$ cat src/rtl/router_pkt_tx.sv
// Packet transmitter for the router input port: buffers a command's payload, then sends
// header, payload and parity back-to-back and reports the router's parity verdict.
module router_pkt_tx #(
   parameter int unsigned MAX_LEN  = 63,
   parameter int unsigned ERR_WAIT = 3
) (
   input  logic       clk,
   input  logic       resetn,
   input  logic       cmd_valid,
   output logic       cmd_ready,
   input  logic [1:0] cmd_addr,
   input  logic [5:0] cmd_len,
   output logic       cmd_rej,
   input  logic       pl_valid,
   output logic       pl_ready,
   input  logic [7:0] pl_data,
   output logic       pkt_valid,
   output logic [7:0] data_out,
   input  logic       busy,
   input  logic       err,
   output logic       done,
   output logic       done_err
);

   localparam int unsigned AW = (MAX_LEN > 1) ? $clog2(MAX_LEN) : 1;
   localparam int unsigned CW = (ERR_WAIT > 1) ? $clog2(ERR_WAIT) : 1;

   typedef enum logic [2:0] {StIdle, StFill, StHdr, StPay, StPar, StChk} state_e;

   state_e          state_q, state_d;
   logic [7:0]      hdr_q, hdr_d;
   logic [7:0]      parity_q, parity_d;
   logic [5:0]      cnt_q, cnt_d;
   logic [AW-1:0]   wr_q, wr_d;
   logic [AW-1:0]   rd_q, rd_d;
   logic [CW-1:0]   chk_q, chk_d;
   logic            sticky_q, sticky_d;
   logic            cmd_rej_q, cmd_rej_d;
   logic            done_q, done_d;
   logic            done_err_q, done_err_d;
   logic            buf_we;
   logic            cmd_ok;
   logic [7:0]      pl_buf_q [MAX_LEN];

   assign cmd_ok = (cmd_addr != 2'd3) && (cmd_len != 6'd0) && (32'(cmd_len) <= MAX_LEN);

   always_comb begin
      state_d    = state_q;
      hdr_d      = hdr_q;
      parity_d   = parity_q;
      cnt_d      = cnt_q;
      wr_d       = wr_q;
      rd_d       = rd_q;
      chk_d      = chk_q;
      sticky_d   = sticky_q;
      cmd_rej_d  = 1'b0;
      done_d     = 1'b0;
      done_err_d = 1'b0;
      buf_we     = 1'b0;
      cmd_ready  = 1'b0;
      pl_ready   = 1'b0;
      pkt_valid  = 1'b0;
      data_out   = 8'h00;

      case (state_q)
         StIdle: begin
            cmd_ready = 1'b1;
            if (cmd_valid) begin
               if (!cmd_ok) begin
                  cmd_rej_d = 1'b1;
               end else begin
                  hdr_d    = {cmd_len, cmd_addr};
                  parity_d = {cmd_len, cmd_addr};
                  cnt_d    = cmd_len;
                  wr_d     = '0;
                  rd_d     = '0;
                  state_d  = StFill;
               end
            end
         end
         StFill: begin
            pl_ready = 1'b1;
            if (pl_valid) begin
               buf_we   = 1'b1;
               parity_d = parity_q ^ pl_data;
               wr_d     = wr_q + 1'b1;
               cnt_d    = cnt_q - 6'd1;
               if (cnt_q == 6'd1) begin
                  state_d = StHdr;
               end
            end
         end
         StHdr: begin
            pkt_valid = 1'b1;
            data_out  = hdr_q;
            if (!busy) begin
               // Reload the byte count from the header for the transmit pass.
               cnt_d   = hdr_q[7:2];
               state_d = StPay;
            end
         end
         StPay: begin
            pkt_valid = 1'b1;
            data_out  = pl_buf_q[rd_q];
            if (!busy) begin
               rd_d  = rd_q + 1'b1;
               cnt_d = cnt_q - 6'd1;
               if (cnt_q == 6'd1) begin
                  state_d = StPar;
               end
            end
         end
         StPar: begin
            data_out = parity_q;
            if (!busy) begin
               chk_d    = '0;
               sticky_d = 1'b0;
               state_d  = StChk;
            end
         end
         StChk: begin
            if (chk_q == CW'(ERR_WAIT - 1)) begin
               done_d     = 1'b1;
               done_err_d = sticky_q | err;
               state_d    = StIdle;
            end else begin
               chk_d    = chk_q + 1'b1;
               sticky_d = sticky_q | err;
            end
         end
         default: state_d = StIdle;
      endcase
   end

   always_ff @(posedge clk or negedge resetn) begin
      if (!resetn) begin
         state_q    <= StIdle;
         hdr_q      <= 8'h00;
         parity_q   <= 8'h00;
         cnt_q      <= 6'd0;
         wr_q       <= '0;
         rd_q       <= '0;
         chk_q      <= '0;
         sticky_q   <= 1'b0;
         cmd_rej_q  <= 1'b0;
         done_q     <= 1'b0;
         done_err_q <= 1'b0;
      end else begin
         state_q    <= state_d;
         hdr_q      <= hdr_d;
         parity_q   <= parity_d;
         cnt_q      <= cnt_d;
         wr_q       <= wr_d;
         rd_q       <= rd_d;
         chk_q      <= chk_d;
         sticky_q   <= sticky_d;
         cmd_rej_q  <= cmd_rej_d;
         done_q     <= done_d;
         done_err_q <= done_err_d;
      end
   end

   // Payload storage has no reset so it can map onto plain RAM.
   always_ff @(posedge clk) begin
      if (buf_we) begin
         pl_buf_q[wr_q] <= pl_data;
      end
   end

   assign cmd_rej  = cmd_rej_q;
   assign done     = done_q;
   assign done_err = done_err_q;

endmodule

$ cat config.mk
export PLATFORM = sky130hd
export DESIGN_NAME = router_pkt_tx
export DESIGN_NICKNAME = d
export VERILOG_FILES = /design/src/rtl/router_pkt_tx.sv
export SDC_FILE = /design/constraint.sdc
export NUM_CORES = 1
export LEC_CHECK = 0
export BUFFER_PORTS_ARGS = -buffer_cell sky130_fd_sc_hd__buf_2
export CORE_MARGIN = 2
export CORE_UTILIZATION = 60
export DETAILED_ROUTE_END_ITERATION = 8
export MAX_ROUTING_LAYER = met4
export PLACE_DENSITY = 0.81
export SLEW_MARGIN = 5
export SYNTH_ARGS = -nofsm -noshare
export SYNTH_HDL_FRONTEND = slang
export SYNTH_SLANG_ARGS = --single-unit
$ cat constraint.sdc
create_clock -name clk -period 4.43 [get_ports clk]
set_clock_uncertainty 0.05 [all_clocks]
set_input_delay 0.886 -clock clk [delete_from_list [all_inputs] [get_ports clk]]
set_output_delay 0.886 -clock clk [all_outputs]
set_load 0.005 [all_outputs]
==> impl_results.rst, run 1 <==
.. list-table::
   :header-rows: 1

   * - Metric
     - Value
   * - Count of filler cells inserted in the layout
     - 2225
   * - Number of buffers inserted for hold repair after clock tree synthesis
     - 0
   * - Leakage power
     - 7.97 nW
   * - Syn_nets
     - 1275
   * - Cells after Synth
     - 1248
   * - Width of the die
     - 196 um
   * - Critical-path maximum fanout
     - 17
   * - Setup repair after global routing missed its margin
     - no
   * - Relative contribution of combinational cells to total power
     - 22.5%
   * - Switching share of power
     - 28.2%
   * - Clock Latency Late Sink
     - 0.59 ns
   * - FMAX
     - 231 MHz
   * - Growth of design area from synthesis to finish
     - 11.1%
   * - Sequential fraction of design power
     - 45.6%
   * - Most frequent cells in the layout
     - 504 x sky130_fd_sc_hd__edfxtp_1, 99 x sky130_fd_sc_hd__nor2_1, 97 x sky130_fd_sc_hd__mux4_2
   * - Antenna violations before repair
     - 1
   * - Final std cells w/o fill
     - approximately 1800
   * - Number of cells on the worst reg-to-reg path
     - 8
   * - Post-Place Cells
     - 1733
   * - Post-synthesis cell type count
     - just under 70
   * - Setup_tns
     - 0 ns
   * - Async S/R FF share, synth
     - 7.86%
   * - Cell with the biggest individual delay on the critical path
     - sky130_fd_sc_hd__dfrtp_4
   * - Average detailed-routed wire length per instance
     - 29.5 um
   * - Crit path time final
     - 4.34 ns
   * - Starting utilization of the core area
     - about three fifths
   * - Slew Limit Fails
     - 0
   * - Antenna-violating nets left
     - 0
   * - Internal cell power
     - 9.55 mW
   * - Net total in the final layout
     - 1351
   * - Overflow after GRT
     - 0
   * - Pin slew with the least headroom to its limit
     - 1.32 ns
   * - Commonest register cell after synthesis
     - sky130_fd_sc_hd__edfxtp_1
   * - Die Y
     - 196 um
   * - Number of buffers on the longest clock path
     - 3
   * - Most frequent standard cell in the layout excluding fill and tap cells
     - sky130_fd_sc_hd__edfxtp_1
   * - Initial drt markers
     - 1642
   * - Number of buffers added on ports
     - 35
   * - Delay of the slowest cell on the worst path
     - a little under 0.7 ns
   * - Power after layout
     - approximately 13 mW
   * - Site row count
     - 70
   * - Mean post-synth cell area
     - 17.8 um2
   * - Kind of launch point of the worst setup path
     - flip-flop
   * - Warnings, synthesis
     - 0
   * - Sequence of cells on the critical path
     - buf_6 -> mux4_2 -> a22o_1 -> a211oi_1 -> a211o_1 -> o32ai_1 -> buf_2
   * - Cts bufs inserted
     - 53
   * - Critical path type
     - reg -> out
   * - Clock-pin slew on the worst setup and hold paths
     - 0.06 ns
   * - Wire length of the first global-routing pass
     - ~80 mm
   * - Worst r2r dst
     - pl_buf_q[2][2]
   * - Root buffer selected by CTS
     - sky130_fd_sc_hd__clkbuf_16
   * - Slack of the worst reg-to-reg path
     - 0.83 ns
   * - Clock tree from TritonCTS
     - yes
   * - Clock network fraction of total power
     - 31.9%
   * - All-Layer GR Usage
     - between 20% and 30%
   * - Post-synthesis instance area
     - 22200 um2
   * - DRC viols
     - 0
   * - Net Sw Power
     - approximately 3.7 mW
   * - Hold crit path type
     - in -> async
   * - Max-Slew Margin vs Limit
     - 12.1%
   * - Seq cells post-synth
     - 547
   * - IR drop worst, VDD
     - ~310 uV
   * - RR Startpoint
     - state_q[2]
   * - Vias in the first global route
     - 12500
   * - Worst Setup Slack post-DPL
     - 0.522 ns
   * - Share of the clock period used by the worst path
     - a little over nine tenths
   * - Final weighted congestion in routability-driven placement
     - 0.893
   * - Final worst setup slack
     - 0.0928 ns
   * - Sequential area share after synthesis
     - approximately three quarters
   * - Setup violators final
     - 0
   * - Max H-tree Level
     - 2
   * - Crit path DAT
     - 3.40 ns
   * - Outcome
     - finished, final reports clean
   * - Sum of routed wire length over all layers
     - roughly 54 mm
   * - Post-Route Hold Slack
     - 0.421 ns
   * - Final hold violation count
     - 0
   * - Largest net degree at the start of global routing
     - 66
   * - Power per standard cell area
     - 539 nW/um2
   * - Total via count after detailed routing
     - around 13000
   * - Number of sinks driven by the clock tree
     - 547
   * - Final HPWL from detailed placement
     - about 33 mm
   * - I/O pin count
     - 36
   * - Max-cap violation count
     - 0
   * - EDFF count, synth
     - 504
   * - Area of the core
     - 36500 um2
   * - Area of the die
     - ~39000 um2
   * - Via-per-instance ratio
     - 6.90
   * - Number of optimization iterations in the first detailed-route pass
     - 6
   * - Crit path capture type
     - output pin
   * - Endpoint required time on the critical path
     - 3.49 ns
   * - Fraction of layout cells with a size suffix above 1
     - between 20% and 30%
[flip-flops by register name, indices dropped and copies added, names as in the netlist]
name / count
sticky_q: 1
rd_q: 6
pl_buf_q: 504
state_q: 3
cmd_rej: 1
hdr_q: 8
wr_q: 6
cnt_q: 6
chk_q: 2
parity_q: 8
done_err: 1
done: 1
[critical path, delay by kind of cell, from the launching register on]
family / cells / cell delay, ns
compound gates: 4 / 1.08
buf+inv: 2 / 0.48
flops: 1 / 0.69
mux: 1 / 0.55
[cell type report]
cell class,instances,area [um2],area share (%)
clock inverters,27,213,0.863
diodes,1,2.50,0.0102
clock buffers,68,1390,5.65
flip-flops and latches,547,16200,65.8
multi-input cells,620,5520,22.4
inverters,11,41.3,0.168
repair buffers,91,669,2.72
well taps,468,586,2.38
[synth_stat cells, drive strengths merged (7+ instances only)]
library cell | n | area (um2)
edfxtp | 504 | 15100
mux4 | 99 | 2240
nor2 | 99 | 372
nand2 | 63 | 236
o21ai | 45 | 225
dfrtp | 43 | 1080
buf | 40 | 304
mux2i | 38 | 380
clkbuf | 30 | 114
a21oi | 26 | 130
mux2 | 23 | 259
a22oi | 22 | 165
nand2b | 17 | 106
o22ai | 15 | 93.8
nand3 | 13 | 65.1
nor2b | 13 | 81.3
o211ai | 12 | 90.1
a211oi | 11 | 92.6
inv | 9 | 33.8
nand3b | 8 | 60.1
nand4 | 8 | 50.1
nor3b | 8 | 60.1
a211o | 7 | 61.3
a22o | 7 | 61.3
o221ai | 7 | 61.3
[cell families (layout without fill, tap and decap cells)]
family / Yosys count / count (layout) / share of synthesized area, %
muxes: 160 / 160 / 13.0
and+or+nand+nor: 259 / 259 / 5.54
AOI/OAI and AO/OA: 189 / 189 / 5.81
xor gates and xnor gates: 7 / 7 / 0.276
DFF: 547 / 547 / 73.1
other: 0 / 1 / 0
adders and majority gates: 5 / 5 / 0.282
buffers and inverters: 81 / 197 / 2.07
[how the worst max path moves through the flow]
stage                        endpoint    start  cells past startpoint
after floorplan           data_out[1]  rd_q[0]                      7
after global placement    data_out[4]  rd_q[0]                      7
after detailed placement  data_out[4]  rd_q[0]                      7
after CTS                 data_out[4]  rd_q[1]                      6
after global routing      data_out[4]  rd_q[0]                      8
final                     data_out[4]  rd_q[0]                      7
[stage by stage]
step / cell area [um2] / utilization (%)
4_1_cts: 24600 / 67.4
3_5_place_dp: 23000 / 62.9
6_report: 24600 / 67.5
2_1_floorplan: 22200 / -
3_3_place_gp: 23000 / 62.9
5_1_grt: 24600 / 67.5
[per-layer routing]
metal | up-vias | GRT usage (%) | share of wire, %
li1 | 5173 | - | -
met3 | 171 | 5.42 | 10
met2 | 956 | 46.0 | 49
met4 | 0 | 11.5 | 4.1
met5 | - | - | 0
met1 | 6352 | 38.9 | 37
[power groups by stage]
stage               clock (mW)  combinational (mW)  sequential, mW
detailed placement           0                2.82            6.20
global route              4.45                3.20            6.08
finish                    4.24                2.99            6.06
CTS                       4.25                2.92            6.07
floorplan                    0                2.21            6.03
global placement             0                2.76            6.18
[what timing repair did]
item	CTS	global route
endpoints found under the setup margin	2	3
resized for setup	0	1
setup buffers	3	1
(Power assumes the default switching activity.)
==> run 2, diff against run 1 <==
--- a/config.mk
+++ b/config.mk
@@ -7,10 +7,10 @@
 export LEC_CHECK = 0
 export BUFFER_PORTS_ARGS = -buffer_cell sky130_fd_sc_hd__buf_2
 export CORE_MARGIN = 2
-export CORE_UTILIZATION = 60
+export CORE_UTILIZATION = 40
 export DETAILED_ROUTE_END_ITERATION = 8
 export MAX_ROUTING_LAYER = met4
-export PLACE_DENSITY = 0.81
+export PLACE_DENSITY = 0.59
 export SLEW_MARGIN = 5
 export SYNTH_ARGS = -nofsm -noshare
 export SYNTH_HDL_FRONTEND = slang
==> impl_results.rst, run 2 (synthesis gave the netlist of run 1 again) <==
.. list-table::
   :header-rows: 1

   * - Metric
     - Value
   * - Power per standard cell area
     - 534 nW/um2 (-1.1%)
   * - Max H-tree Level
     - 2 (unchanged)
   * - Sum of routed wire length over all layers
     - 54.5 mm (+0.81%)
   * - Critical path type
     - reg -> out
   * - DRC viols
     - 0 (unchanged)
   * - Met3 routed WL
     - 3.00 mm (-47%)
   * - Number of buffers on the longest clock path
     - 3 (unchanged)
   * - Area of the core
     - 55000 um2 (+51%)
   * - Antenna violations before repair
     - 1 (unchanged)
   * - All-Layer GR Usage
     - 20.0% (-9.4 points)
   * - Total via count after detailed routing
     - 12000 (-5.5%)
   * - Largest net degree at the start of global routing
     - 44 (-33%)
   * - Setup_tns
     - 0 ns (unchanged)
   * - Growth of design area from synthesis to finish
     - 14.2%
   * - Top flop regs
     - pl_buf_q x504, hdr_q x8, parity_q x8
   * - Clock Latency Late Sink
     - 0.60 ns (about the same)
   * - Final hold violation count
     - 0 (unchanged)
   * - Most frequent cells in the layout
     - 504 x sky130_fd_sc_hd__edfxtp_1, 99 x sky130_fd_sc_hd__nor2_1, 97 x sky130_fd_sc_hd__mux4_2
   * - Power after layout
     - 13.5 mW (+1.8%)
   * - Initial drt markers
     - 1113 (-32%)
   * - Overflow after GRT
     - 0 (unchanged)
   * - FMAX
     - 234 MHz (+1.4%)
   * - Clock-pin slew on the worst setup and hold paths
     - 0.06 ns (about the same)
   * - Die Y
     - 240 um (+22%)
   * - Kind of launch point of the worst setup path
     - flip-flop
   * - Topmost layer with routed signal wires
     - met4
   * - Flip-flop count of the largest register after layout
     - 504 (unchanged)
   * - IR drop worst, VDD
     - 256 uV (-17%)
   * - Outcome
     - finished, final reports clean
   * - Final HPWL from detailed placement
     - 34.8 mm (+6.5%)
   * - Crit path time final
     - 4.28 ns (-0.0596 ns)
   * - Final weighted congestion in routability-driven placement
     - 0.823 (-7.9%)
   * - Largest Register
     - pl_buf_q
   * - Setup violators final
     - 0 (unchanged)
   * - Leakage power
     - 8.20 nW (+2.8%)
   * - Vias in the first global route
     - 12000 (-3.5%)
   * - Endpoint required time on the critical path
     - 3.49 ns (about the same)
   * - I/O pin count
     - 36 (unchanged)
   * - Crit path DAT
     - 3.34 ns (-0.06 ns)
   * - Share of the clock period used by the worst path
     - 96.6% (-1.3 points)
   * - Slew Limit Fails
     - 0 (unchanged)
   * - Util after Layout
     - 46.1% (-21 points)
   * - Root buffer selected by CTS
     - sky130_fd_sc_hd__clkbuf_16
   * - Crit path capture type
     - output pin
   * - Clock tree from TritonCTS
     - yes
   * - Number of optimization iterations in the first detailed-route pass
     - 5 (-1)
   * - Via-per-instance ratio
     - 5.56 (-19%)
   * - Starting utilization of the core area
     - 40.4% (-20 points)
   * - Hold crit path type
     - in -> async
   * - Post-Place Cells
     - 2041 (+18%)
   * - Antenna-violating nets left
     - 0 (unchanged)
   * - Max-cap violation count
     - 0 (unchanged)
   * - Site row count
     - 86 (+23%)
   * - Area of the die
     - 57400 um2 (+49%)
   * - Width of the die
     - 240 um (+22%)
   * - Number of buffers inserted for hold repair after clock tree synthesis
     - 0 (unchanged)
   * - Number of sinks driven by the clock tree
     - 547 (unchanged)
   * - Post-cts repair resize count
     - 0 (unchanged)
   * - Max-Slew Margin vs Limit
     - 30.0% (+18 points)
   * - Cts bufs inserted
     - 55 (+3.8%)
   * - Fraction of layout cells with a size suffix above 1
     - 23.5% (+2.3 points)
   * - Most frequent standard cell in the layout excluding fill and tap cells
     - sky130_fd_sc_hd__edfxtp_1
   * - Metal-1 WL
     - 24.0 mm (+21%)
   * - Met2 routed wirelength
     - 26.6 mm (+0.96%)
   * - Wire length of the first global-routing pass
     - 81.0 mm (+1.6%)
   * - Net total in the final layout
     - 1385 (+2.5%)
   * - Pin slew with the least headroom to its limit
     - 1.05 ns (-0.269 ns)
   * - Critical-path maximum fanout
     - 32 (+15)
   * - Average detailed-routed wire length per instance
     - 25.3 um (-14%)
   * - Final std cells w/o fill
     - 2150 (+17%)
   * - Number of buffers added on ports
     - 35 (unchanged)
   * - Setup repair after global routing missed its margin
     - no
[run 2: cell count changes in the layout (fill, tap and decap cells not counted), sizes merged]
cell,previous run,this run
buf,91,123
clkbuf,68,64
clkinv,22,30
clkinvlp,2,4
inv,11,10
[run 2: power breakdown]
| part | switching, mW | internal (mW) |
|---|---|---|
| clock network | 1.90 | 2.51 |
| registers | 0.197 | 5.83 |
| logic | 1.69 | 1.40 |
[run 2: repair_timing]
action                                  in CTS  in global routing
endpoints found under the setup margin       1                  6
hold endpoints to repair                     0                  0
buffers inserted                             1                  7
[run 2: critical path, cell delays in order (launching register included)]
cell and delay [ns]:
sky130_fd_sc_hd__dfrtp_2 0.53, sky130_fd_sc_hd__buf_4 0.47, sky130_fd_sc_hd__and2_1 0.52, sky130_fd_sc_hd__o211ai_1 0.18, sky130_fd_sc_hd__nand4_1 0.23, sky130_fd_sc_hd__a21boi_1 0.14
sky130_fd_sc_hd__o32ai_1 0.45, sky130_fd_sc_hd__buf_2 0.21
[run 2: routing by layer]
layer | up-vias | GRT usage (%)
li1 | 5230 | -
met1 | 6304 | 27.4
met2 | 360 | 31.9
met3 | 67 | 2.86
met4 | 0 | 4.30
met5 | - | -
[run 2: final timing paths]
path	from	endpoint	slack, ns	cells past startpoint
setup / recovery	rd_q[2]	data_out[0]	0.15	7
hold / removal	resetn	chk_q[0]	0.43	1
setup reg to reg	state_q[2]	pl_buf_q[22][4]	1.00	8
hold reg to reg	hdr_q[7]	hdr_q[7]	0.44	2
max in group asynchronous	resetn	rd_q[1]	3.12	1
min in group clk	hdr_q[7]	hdr_q[7]	0.44	2
[run 2: area by class of cell]
type | instances | area, um2
repair buffers | 123 | 923
fillers | 4713 | 29600
well taps | 748 | 936
diodes | 1 | 2.50
flip-flops and latches | 547 | 16200
inverters | 11 | 41.3
clock inverters | 36 | 250
multi-input cells | 620 | 5520
clock buffers | 64 | 1450
[run 2: metrics by stage]
| step | hold slack (ns) | setup slack, ns | instance area, um2 |
|---|---|---|---|
| after floorplan | 0.396 | 1.57 | 22200 |
| after global placement | 0.414 | 0.651 | 23600 |
| after detailed placement | 0.418 | 0.617 | 23600 |
| after CTS | 0.435 | 0.0225 | 25300 |
| after global routing | 0.460 | 0.0690 | 25300 |
| final | 0.428 | 0.152 | 25300 |
==> run 3, diff against run 2 <==
--- a/config.mk
+++ b/config.mk
@@ -11,6 +11,7 @@
 export DETAILED_ROUTE_END_ITERATION = 8
 export MAX_ROUTING_LAYER = met4
 export PLACE_DENSITY = 0.59
+export REMOVE_ABC_BUFFERS = 1
 export SLEW_MARGIN = 5
 export SYNTH_ARGS = -nofsm -noshare
 export SYNTH_HDL_FRONTEND = slang
==> impl_results.rst, run 3 (synthesis gave the netlist of run 1 again) <==
.. list-table::
   :header-rows: 1

   * - Metric
     - Value
   * - Outcome
     - finished, final reports clean
   * - Crit path DAT
     - 3.37 ns (+0.03 ns)
   * - Final weighted congestion in routability-driven placement
     - 0.869 (+5.7%)
   * - Share of the clock period used by the worst path
     - 97.3% (+0.70 points)
   * - Root buffer selected by CTS
     - sky130_fd_sc_hd__clkbuf_16
   * - Setup repair after global routing missed its margin
     - no
   * - Most frequent cells in the layout
     - 504 x sky130_fd_sc_hd__edfxtp_1, 99 x sky130_fd_sc_hd__nor2_1, 97 x sky130_fd_sc_hd__mux4_2
   * - Initial drt markers
     - 1327 (+19%)
   * - Setup_tns
     - 0 ns (unchanged)
   * - Crit path time final
     - 4.31 ns (+0.0311 ns)
   * - Area of the die
     - 57400 um2 (unchanged)
   * - Cts bufs inserted
     - 55 (unchanged)
   * - Critical-path maximum fanout
     - 16 (-50%)
   * - Width of the die
     - 240 um (unchanged)
   * - IR drop worst, VDD
     - 284 uV (+11%)
   * - Number of optimization iterations in the first detailed-route pass
     - 5 (unchanged)
   * - Die Y
     - 240 um (unchanged)
   * - Number of buffers on the longest clock path
     - 3 (unchanged)
   * - Kind of launch point of the worst setup path
     - flip-flop
   * - Via-per-instance ratio
     - 5.62 (+0.94%)
   * - Site row count
     - 86 (unchanged)
   * - Growth of design area from synthesis to finish
     - 12.3%
   * - Largest net degree at the start of global routing
     - 52 (+18%)
   * - Critical path type
     - reg -> out
   * - Antenna violations before repair
     - 1 (unchanged)
   * - Number of cells on the worst reg-to-reg path
     - 8 (unchanged)
   * - Max-Slew Margin vs Limit
     - 28.9% (-1.1 points)
   * - Overflow after GRT
     - 0 (unchanged)
   * - Worst Setup Slack post-DPL
     - 0.629 ns (+0.0119 ns)
   * - Final std cells w/o fill
     - 2100 (-2.3%)
   * - Pin slew with the least headroom to its limit
     - 1.07 ns (+0.0165 ns)
   * - Largest Register
     - pl_buf_q
   * - Average detailed-routed wire length per instance
     - 25.5 um (+0.55%)
   * - Post-Route Hold Slack
     - 0.423 ns (-0.00490 ns)
   * - DRC viols
     - 0 (unchanged)
   * - Number of buffers added on ports
     - 35 (unchanged)
   * - Number of buffers inserted for hold repair after clock tree synthesis
     - 0 (unchanged)
   * - FMAX
     - 232 MHz (-0.72%)
   * - Max H-tree Level
     - 2 (unchanged)
   * - Leakage power
     - 7.90 nW (-3.7%)
   * - Clock Latency Late Sink
     - 0.61 ns (about the same)
   * - Final hold violation count
     - 0 (unchanged)
   * - Starting utilization of the core area
     - 40.4% (unchanged)
   * - Clock-pin slew on the worst setup and hold paths
     - 0.06 ns (about the same)
   * - Top flop regs
     - pl_buf_q x504, hdr_q x8, parity_q x8
   * - Flip-flop count of the largest register after layout
     - 504 (unchanged)
   * - Sum of routed wire length over all layers
     - 53.5 mm (-1.8%)
   * - Total via count after detailed routing
     - 11800 (-1.4%)
   * - I/O pin count
     - 36 (unchanged)
   * - Fraction of layout cells with a size suffix above 1
     - 20.3% (-3.2 points)
   * - Endpoint required time on the critical path
     - 3.49 ns (about the same)
   * - All-Layer GR Usage
     - 19.6% (-0.38 points)
   * - Area of the core
     - 55000 um2 (unchanged)
   * - Slew Limit Fails
     - 0 (unchanged)
   * - Wire length of the first global-routing pass
     - 79.5 mm (-1.8%)
   * - Hold crit path type
     - in -> async
   * - Number of sinks driven by the clock tree
     - 547 (unchanged)
   * - Clock tree from TritonCTS
     - yes
   * - Setup violators final
     - 0 (unchanged)
   * - Antenna-violating nets left
     - 0 (unchanged)
   * - Most frequent standard cell in the layout excluding fill and tap cells
     - sky130_fd_sc_hd__edfxtp_1
   * - Post-Place Cells
     - 1996 (-2.2%)
   * - Power per standard cell area
     - 536 nW/um2 (+0.49%)
   * - Vias in the first global route
     - 11900 (-1.2%)
   * - Net total in the final layout
     - 1333 (-3.8%)
   * - Crit path capture type
     - output pin
   * - Max-cap violation count
     - 0 (unchanged)
   * - Final worst setup slack
     - 0.121 ns (-0.0311 ns)
   * - Final HPWL from detailed placement
     - 33.7 mm (-3.2%)
## run 3: changes by cell type in the layout (fill, tap and decap cells not counted), sizes merged
cell,before,now
clkinvlp,4,3
inv,10,11
bufinv,3,2
clkbuf,64,69
buf,123,71
clkinv,30,28
## run 3: report_power, final
part           total, mW  internal [mW]  switching (mW)
Sequential          6.02           5.83           0.187
Clock               4.36           2.43            1.93
Combinational       2.99           1.31            1.69
Total               13.4           9.57            3.80
## run 3: path summary, 6_finish.rpt
path | start | endpoint | slack [ns]
min in group clk | hdr_q[7] | hdr_q[7] | 0.43
worst min register to register | hdr_q[7] | hdr_q[7] | 0.43
worst max register to register | state_q[0] | pl_buf_q[6][7] | 0.81
worst min-delay path | resetn | done | 0.42
max in group asynchronous | resetn | rd_q[1] | 3.13
worst max-delay path | rd_q[3] | data_out[0] | 0.12
## run 3: through the flow
step	area, um2	util [%]	total power, mW
2_1_floorplan	21800	-	8.33
3_3_place_gp	23200	42.2	9.08
3_5_place_dp	23200	42.2	9.11
4_1_cts	24900	45.3	13.5
5_1_grt	24900	45.3	13.9
6_report	24900	45.3	13.4
## run 3: final cells by class
class / count / area [um2]
repair buffers: 71 / 533
flip-flops and latches: 547 / 16200
diodes: 1 / 2.50
well taps: 748 / 936
clock inverters: 33 / 223
multi-input cells: 620 / 5520
fillers: 4716 / 30100
clock buffers: 69 / 1450
inverters: 11 / 41.3
## run 3: per-layer routing
metal,GRT usage [%],up-vias,routed length (um)
met2,30.0,420,25400
met3,3.65,86,3620
met5,-,-,0
li1,-,5142,-
met4,6.27,0,1330
met1,26.6,6145,23200
## run 3: critical path, stage by stage, from the launching register on
cell and delay, ns:
sky130_fd_sc_hd__dfrtp_1 0.58, sky130_fd_sc_hd__buf_4 0.33, sky130_fd_sc_hd__and2_1 0.49, sky130_fd_sc_hd__o211ai_1 0.23, sky130_fd_sc_hd__nand4_1 0.23, sky130_fd_sc_hd__a21boi_1 0.18, sky130_fd_sc_hd__o32ai_1 0.51, sky130_fd_sc_hd__buf_2 0.21
## run 3: what timing repair did
action / 4_1_cts / 5_1_grt
buffers inserted: 1 / 0
gates resized for setup: 0 / 1
endpoints found under the setup margin: 1 / 1
